==> src/rtl/seq_detector_param_if.sv <==
// Serial bit stream, pattern load and status bundle for seq_detector_param.
interface seq_detector_param_if #(
  parameter int N     = 5,
  parameter int CNT_W = 8
);
  logic             en;
  logic             j;
  logic             pat_load;
  logic [N-1:0]     pat_in;
  logic             cnt_clr;
  logic             w;
  logic [CNT_W-1:0] match_cnt;
  logic             cnt_sat;

  modport master (output en, j, pat_load, pat_in, cnt_clr,
                  input  w, match_cnt, cnt_sat);
  modport slave  (input  en, j, pat_load, pat_in, cnt_clr,
                  output w, match_cnt, cnt_sat);
endinterface

==> src/rtl/seq_detector_param.sv <==
// N-bit serial pattern detector with runtime-loadable pattern, overlap mode,
// bit-valid qualifier and saturating match counter. Match pulse is registered.
module seq_detector_param #(
  parameter int             N       = 5,
  parameter logic [N-1:0]   PATTERN = 5'b10010,
  parameter bit             OVERLAP = 1'b1,
  parameter int             CNT_W   = 8
) (
  input  logic               clk,
  input  logic               rst,
  seq_detector_param_if.slave bus
);
  localparam int             FW       = $clog2(N + 1);
  localparam logic [FW-1:0]  FILL_MAX = FW'(N);
  localparam logic [FW-1:0]  FILL_NM1 = FW'(N - 1);

  logic [N-1:0]     pat, hist, nh;
  logic [FW-1:0]    fill, fill_inc;
  logic [CNT_W-1:0] cnt, cnt_inc;
  logic             w_q, sat_q, match_now;

  assign nh       = {hist[N-2:0], bus.j};
  // fill counts bits already held; the incoming bit completes N when fill is N-1
  assign match_now = bus.en & ~bus.pat_load & (fill >= FILL_NM1) & (nh == pat);
  assign fill_inc = (fill == FILL_MAX) ? fill : fill + 1'b1;
  assign cnt_inc  = cnt + 1'b1;

  always_ff @(posedge clk or negedge rst) begin
    if (!rst) begin
      pat   <= PATTERN;
      hist  <= '0;
      fill  <= '0;
      w_q   <= 1'b0;
      cnt   <= '0;
      sat_q <= 1'b0;
    end else begin
      w_q <= match_now;
      if (bus.pat_load) begin
        pat  <= bus.pat_in;
        hist <= '0;
        fill <= '0;
      end else if (bus.en) begin
        hist <= nh;
        fill <= (!OVERLAP && match_now) ? '0 : fill_inc;
      end
      if (bus.cnt_clr) begin
        cnt   <= '0;
        sat_q <= 1'b0;
      end else if (match_now && !(&cnt)) begin
        cnt   <= cnt_inc;
        sat_q <= &cnt_inc;
      end
    end
  end

  assign bus.w         = w_q;
  assign bus.match_cnt = cnt;
  assign bus.cnt_sat   = sat_q;
endmodule

==> src/flat_wrapper.sv <==
// flat-port wrapper written by rule: the top's interface ports become plain ports
module seq_detector_param_flat 
#(
  parameter int             N       = 5,
  parameter logic [N-1:0]   PATTERN = 5'b10010,
  parameter bit             OVERLAP = 1'b1,
  parameter int             CNT_W   = 8
)
  (clk, rst, bus_en, bus_j, bus_pat_load, bus_pat_in, bus_cnt_clr, bus_w, bus_match_cnt, bus_cnt_sat);
  seq_detector_param_if #(.N(N), .CNT_W(CNT_W)) bus_i ();
  input  logic clk;
  input  logic rst;
  input wire logic [$bits(bus_i.en)-1:0] bus_en;
  input wire logic [$bits(bus_i.j)-1:0] bus_j;
  input wire logic [$bits(bus_i.pat_load)-1:0] bus_pat_load;
  input wire logic [$bits(bus_i.pat_in)-1:0] bus_pat_in;
  input wire logic [$bits(bus_i.cnt_clr)-1:0] bus_cnt_clr;
  output wire logic [$bits(bus_i.w)-1:0] bus_w;
  output wire logic [$bits(bus_i.match_cnt)-1:0] bus_match_cnt;
  output wire logic [$bits(bus_i.cnt_sat)-1:0] bus_cnt_sat;
  assign bus_i.en = bus_en;
  assign bus_i.j = bus_j;
  assign bus_i.pat_load = bus_pat_load;
  assign bus_i.pat_in = bus_pat_in;
  assign bus_i.cnt_clr = bus_cnt_clr;
  assign bus_w = bus_i.w;
  assign bus_match_cnt = bus_i.match_cnt;
  assign bus_cnt_sat = bus_i.cnt_sat;
  seq_detector_param #(.N(N), .PATTERN(PATTERN), .OVERLAP(OVERLAP), .CNT_W(CNT_W)) u_core (.clk(clk), .rst(rst), .bus(bus_i));
endmodule
==> config.mk <==
export PLATFORM = sky130hd
export DESIGN_NAME = seq_detector_param_flat
export DESIGN_NICKNAME = d
export VERILOG_FILES = /design/src/rtl/seq_detector_param_if.sv /design/src/rtl/seq_detector_param.sv /design/src/flat_wrapper.sv
export SDC_FILE = /design/constraint.sdc
export NUM_CORES = 1
export LEC_CHECK = 0
export CAP_MARGIN = 0
export CORE_ASPECT_RATIO = 0.8
export CORE_UTILIZATION = 45
export CTS_CLUSTER_SIZE = 8
export DETAILED_ROUTE_END_ITERATION = 10
export PLACE_DENSITY_LB_ADDON = 0.15
export SLEW_MARGIN = 20
export SYNTH_ARGS = -nofsm -noshare
export SYNTH_HDL_FRONTEND = slang
export SYNTH_SLANG_ARGS = --single-unit
==> constraint.sdc <==
create_clock -name clk -period 3 [get_ports clk]
set_input_delay 0.45 -clock clk [delete_from_list [all_inputs] [get_ports clk]]
set_output_delay 0.45 -clock clk [all_outputs]
set_load 0.02 [all_outputs]
=== Yosys cells after proc, flatten, opt, wreduce, memory -nomap -nowiden ===
Index checks and enable logic that the tools add are counted.
Widths: inputs -> output; s select.

* Register bits after elaboration: 22
* Input bits: 11
* Logic and storage cells: 32

* Reductions and logical operators: 7
* Order comparisons: 1
* Mux-type cells: 9
* Add/sub/neg operators: 2
* Bitwise logic cells: 4
* Eq/ne operators: 3

{| class="wikitable"
|+ Operators with widths
! operator !! number
|-
| $mux 8 || 2
|-
| $reduce_and 8->1 || 2
|-
| $mux 3 || 3
|-
| $add 8x1->8 const B || 1
|-
| $mux 4 || 2
|-
| $eq 5x5->1 || 1
|-
| $reduce_bool 2->1 || 2
|-
| $add 3x1->3 const B || 1
|-
| $and 1x1->1 || 3
|-
| $eq 3x3->1 const B || 1
|-
| $ge 3x3->1 const B || 1
|-
| $mux 1 || 2
|-
| $ne 2x2->1 const B || 1
|-
| $reduce_and 2->1 || 1
|-
| $logic_and 1x1->1 || 1
|-
| $logic_not 1->1 || 1
|-
| $not 1->1 || 1
|}

=== Longest topological paths before layout ===
* Word-level depth: 7
* Depth in mapped cells: 7

=== Worst setup path after synthesis ===
Ideal clock, no wire load.

* Kind: flip-flop to flip-flop
* Start: register u_core.cnt[0] (netlist: u_core.bus.match_cnt[0])
* End: register u_core.cnt[5] (netlist: u_core.bus.match_cnt[5])
* Stages on the path, launching flop included: 8
* Period minus slack after synthesis: 2259 ps
* Path buffers: 1
* Path slack: 741 ps
* Setup time: 78 ps
* Arrival time: 2182 ps
* Required time: 2922 ps
* Cell sequence: dfrtp_1 -> ha_1 -> and3_1 -> and3_1 -> or3_1 -> buf_2 -> or4_1 -> a21oi_1

* Longest elaborated chain between the ends: 4

{| class="wikitable"
|+ Ends and longest elaborated chain
! item !! RTL line !! RTL
|-
| start, declared || seq_detector_param.sv:19 || <nowiki>logic [CNT_W-1:0] cnt, cnt_inc;</nowiki>
|-
| start signal, assigned || seq_detector_param.sv:50 || <nowiki>cnt <= cnt_inc;</nowiki>
|-
| branches (longest 4 deep; another with $add 8x1->8) || - ||
|}

Parallel ways; which one is timed is not known. The select of a mux whose other input is x is not followed.
A chain may end at the register's enable or synchronous reset.

=== Final worst setup path ===
Ends and elaborated chain as after synthesis.

==> out/results.ini <==
[run_status]
status=finished clean

[synth]
synthTopCellsByArea=dfrtp_1, xnor2_1, mux2_2
synth_top_family_by_area=simple AND/OR/NAND/NOR gates
synthesis.nets=121
synth_flop_cell=dfrtp_1
synth-compound-area-share=0.0872
yosys_register_bits=22
synth_cells=106
yosysUniqueCellTypes=32
synth.area.mux_share=0.0829
synth_simple_gate_area_frac=0.189
synthDominantCellAreaShare=0.431
syn-cell-area_sq_um=1160
syn_avg_cell_area_sq_um=11.0
synth-seq-area-share=0.476
synth_top_area_cell=dfrtp_1
synth_fa_ha_area_frac=0.0431
synth_xor_area_frac=0.0883
synthArstFlopShare=1.00
synth-edff-count=0
yosys_warnings=0

[clock_tree]
cts_hold_buf=0
cts_tree=done
path_clk_slew_ns=0.12
cts_buffer_depth=2
htreeDepth=1
cts_setup_buffers=0
clock_latency_ns=0.31
root_buffer=clkbuf_4
cts_buffers=3
cts_resized=0
cts_num_sinks=22

[floorplan]
num_rows=16
fp.dieW_um=58.8
fp.dieH_um=47.5
core_area_sq_um=2440
pin_count=21
dieArea_sq_um=2790
initial_core_util=0.476

[critical_path]
r2r_cells=6
setup.worst_path.start=u_core.bus.match_cnt[0]$_DFFE_PN0P_
cp_num_cells=6
critPathTopFamily=simple AND/OR/NAND/NOR gates
critPathSlowestCell=or4_1
start_kind=register
worstPathRequired_ns=3.24
cp_common_cell=and3_1
rrSetupSlack_ns=0.68
path_max_fanout=9
r2r-end=u_core.bus.match_cnt[5]$_DFFE_PN0P_
cp-endpoint=u_core.bus.match_cnt[5]$_DFFE_PN0P_
max_stage_delay_ns=0.51
reg2reg_from=u_core.bus.match_cnt[0]$_DFFE_PN0P_
cp_cell_sequence=ha_1 > and3_1 > and3_1 > or3_1 > or4_1 > a21oi_1
path_class=reg2reg
worstPathArrival_ns=2.56
critical_path_buf_inv_count=0
end_kind=register

[timing]
slew_headroom=0.621
skew_ns=0.00869
grt_setup_unrepaired=no
slew_violations=0
hold_viol_final=0
fmax_ghz=0.431
worstMarginPinSlew_ns=0.564
setup_viol=0
min_period_ns=2.32
finalCritPeriodShare=0.773
tns_ns=0

[power_and_ir_drop]
pwr_density_cell_nw_per_um2=377
total_power_mw=0.544
power.internal_mw=0.420
ir_worst_vdd_mv=0.231
p_clk_frac=0.294
pwr-share-seq=0.588
leakage_nw=0.592
p_switching_mw=0.125
netSwitchingFraction=0.229
comb_power_share=0.118

[final_layout]
drive_gt1_frac=0.155
syn2layout_area_growth_pct=24.1
final_nets=145
num_antenna_cells=0
fin_area_sq_um=1440
final_cell_mix=clkdlybuf4s50_1, dfrtp_1, nor2_1

[global_route]
gr-total-overflow=0
grt_max_degree=23
antenna_found_initial=0
grt_pass1_wl_um=2930
grt_pass1_vias=614
track_usage=0.150

[place]
gp_congestion=0.748
place_area_sq_um=1410
io_buffers=20
dp_hpwl_um=1480

[detailed_routing]
routedWlPerCell_um=12.0
num_vias=847
drc_errors=0
drt_iter0_drc=12
detail_route.vias_per_cell=5.13
wirelength_um=1980
first_pass_iters=4
antenna_left=0

[min_path]
hp-class=in2async

[job]
drv_cap=0

==> power by group through the flow <==
stage / registers [mW] / logic, mW / clock network (mW)
after global placement: 0.326 / 0.0632 / 0
after floorplan: 0.324 / 0.0392 / 0
after global routing: 0.322 / 0.0714 / 0.182
after CTS: 0.320 / 0.0653 / 0.166
after detailed placement: 0.326 / 0.0648 / 0
final: 0.320 / 0.0641 / 0.160
==> cell families after synthesis <==
logic type / count (synthesis)
simple gates: 37
flops: 22
compound gates: 16
xor+xnor: 10
mux: 9
buf+inv: 8
fa+ha+maj: 4
==> final cells by class <==
class                      count  area, sq um
clock buffer                   4         36.3
fill                         240         1000
inverter                       4         15.0
multi-input combinational     76          571
sequential                    22          553
tap                           36         45.0
timing repair buffer          23          223
==> sequential cells by signal (all words and copies together), names as in the netlist <==
register	count
u_core.pat	5
u_core.bus.w	1
u_core.fill	3
u_core.bus.match_cnt	8
u_core.hist	4
u_core.bus.cnt_sat	1
==> metrics by stage <==
step                utilization  std cells  worst slack (ns)  hold slack, ns
floorplan                     -        106             0.741           0.154
global placement          0.576        161             0.492           0.504
detailed placement        0.576        161             0.420           0.509
CTS                       0.591        165             0.681           0.480
global route              0.591        165             0.545           0.483
finish                    0.591        165             0.682           0.475
==> worst min-delay path by stage <==
stage	startpoint	end	slack, ns	cells after the start
floorplan	rst	u_core.bus.cnt_sat$_DFFE_PN0P_	0.15	0
global placement	u_core.bus.cnt_sat$_DFFE_PN0P_	u_core.bus.cnt_sat$_DFFE_PN0P_	0.50	1
global route	rst	u_core.bus.cnt_sat$_DFFE_PN0P_	0.48	2
finish	rst	u_core.bus.match_cnt[7]$_DFFE_PN0P_	0.48	2
CTS	rst	u_core.bus.match_cnt[7]$_DFFE_PN0P_	0.48	2
detailed placement	u_core.bus.cnt_sat$_DFFE_PN0P_	u_core.bus.cnt_sat$_DFFE_PN0P_	0.51	1
==> per-layer routing <==
metal  wire (um)  GRT usage  up-vias
met2         800      0.189       14
li1            -          -      429
met5           0          0        -
met3          87     0.0568        2
met4          15     0.0429        0
met1        1070      0.233      402
==> Yosys cell counts, drive strengths merged, types with 4 or more instances <==
library cell and n:
xnor2 10, nor2 12, ha 4, nand3 5
buf 4, mux2i 4, dfrtp 20, mux2 5
a21oi 6, inv 4
No activity file was read; power rests on OpenSTA's default activity.
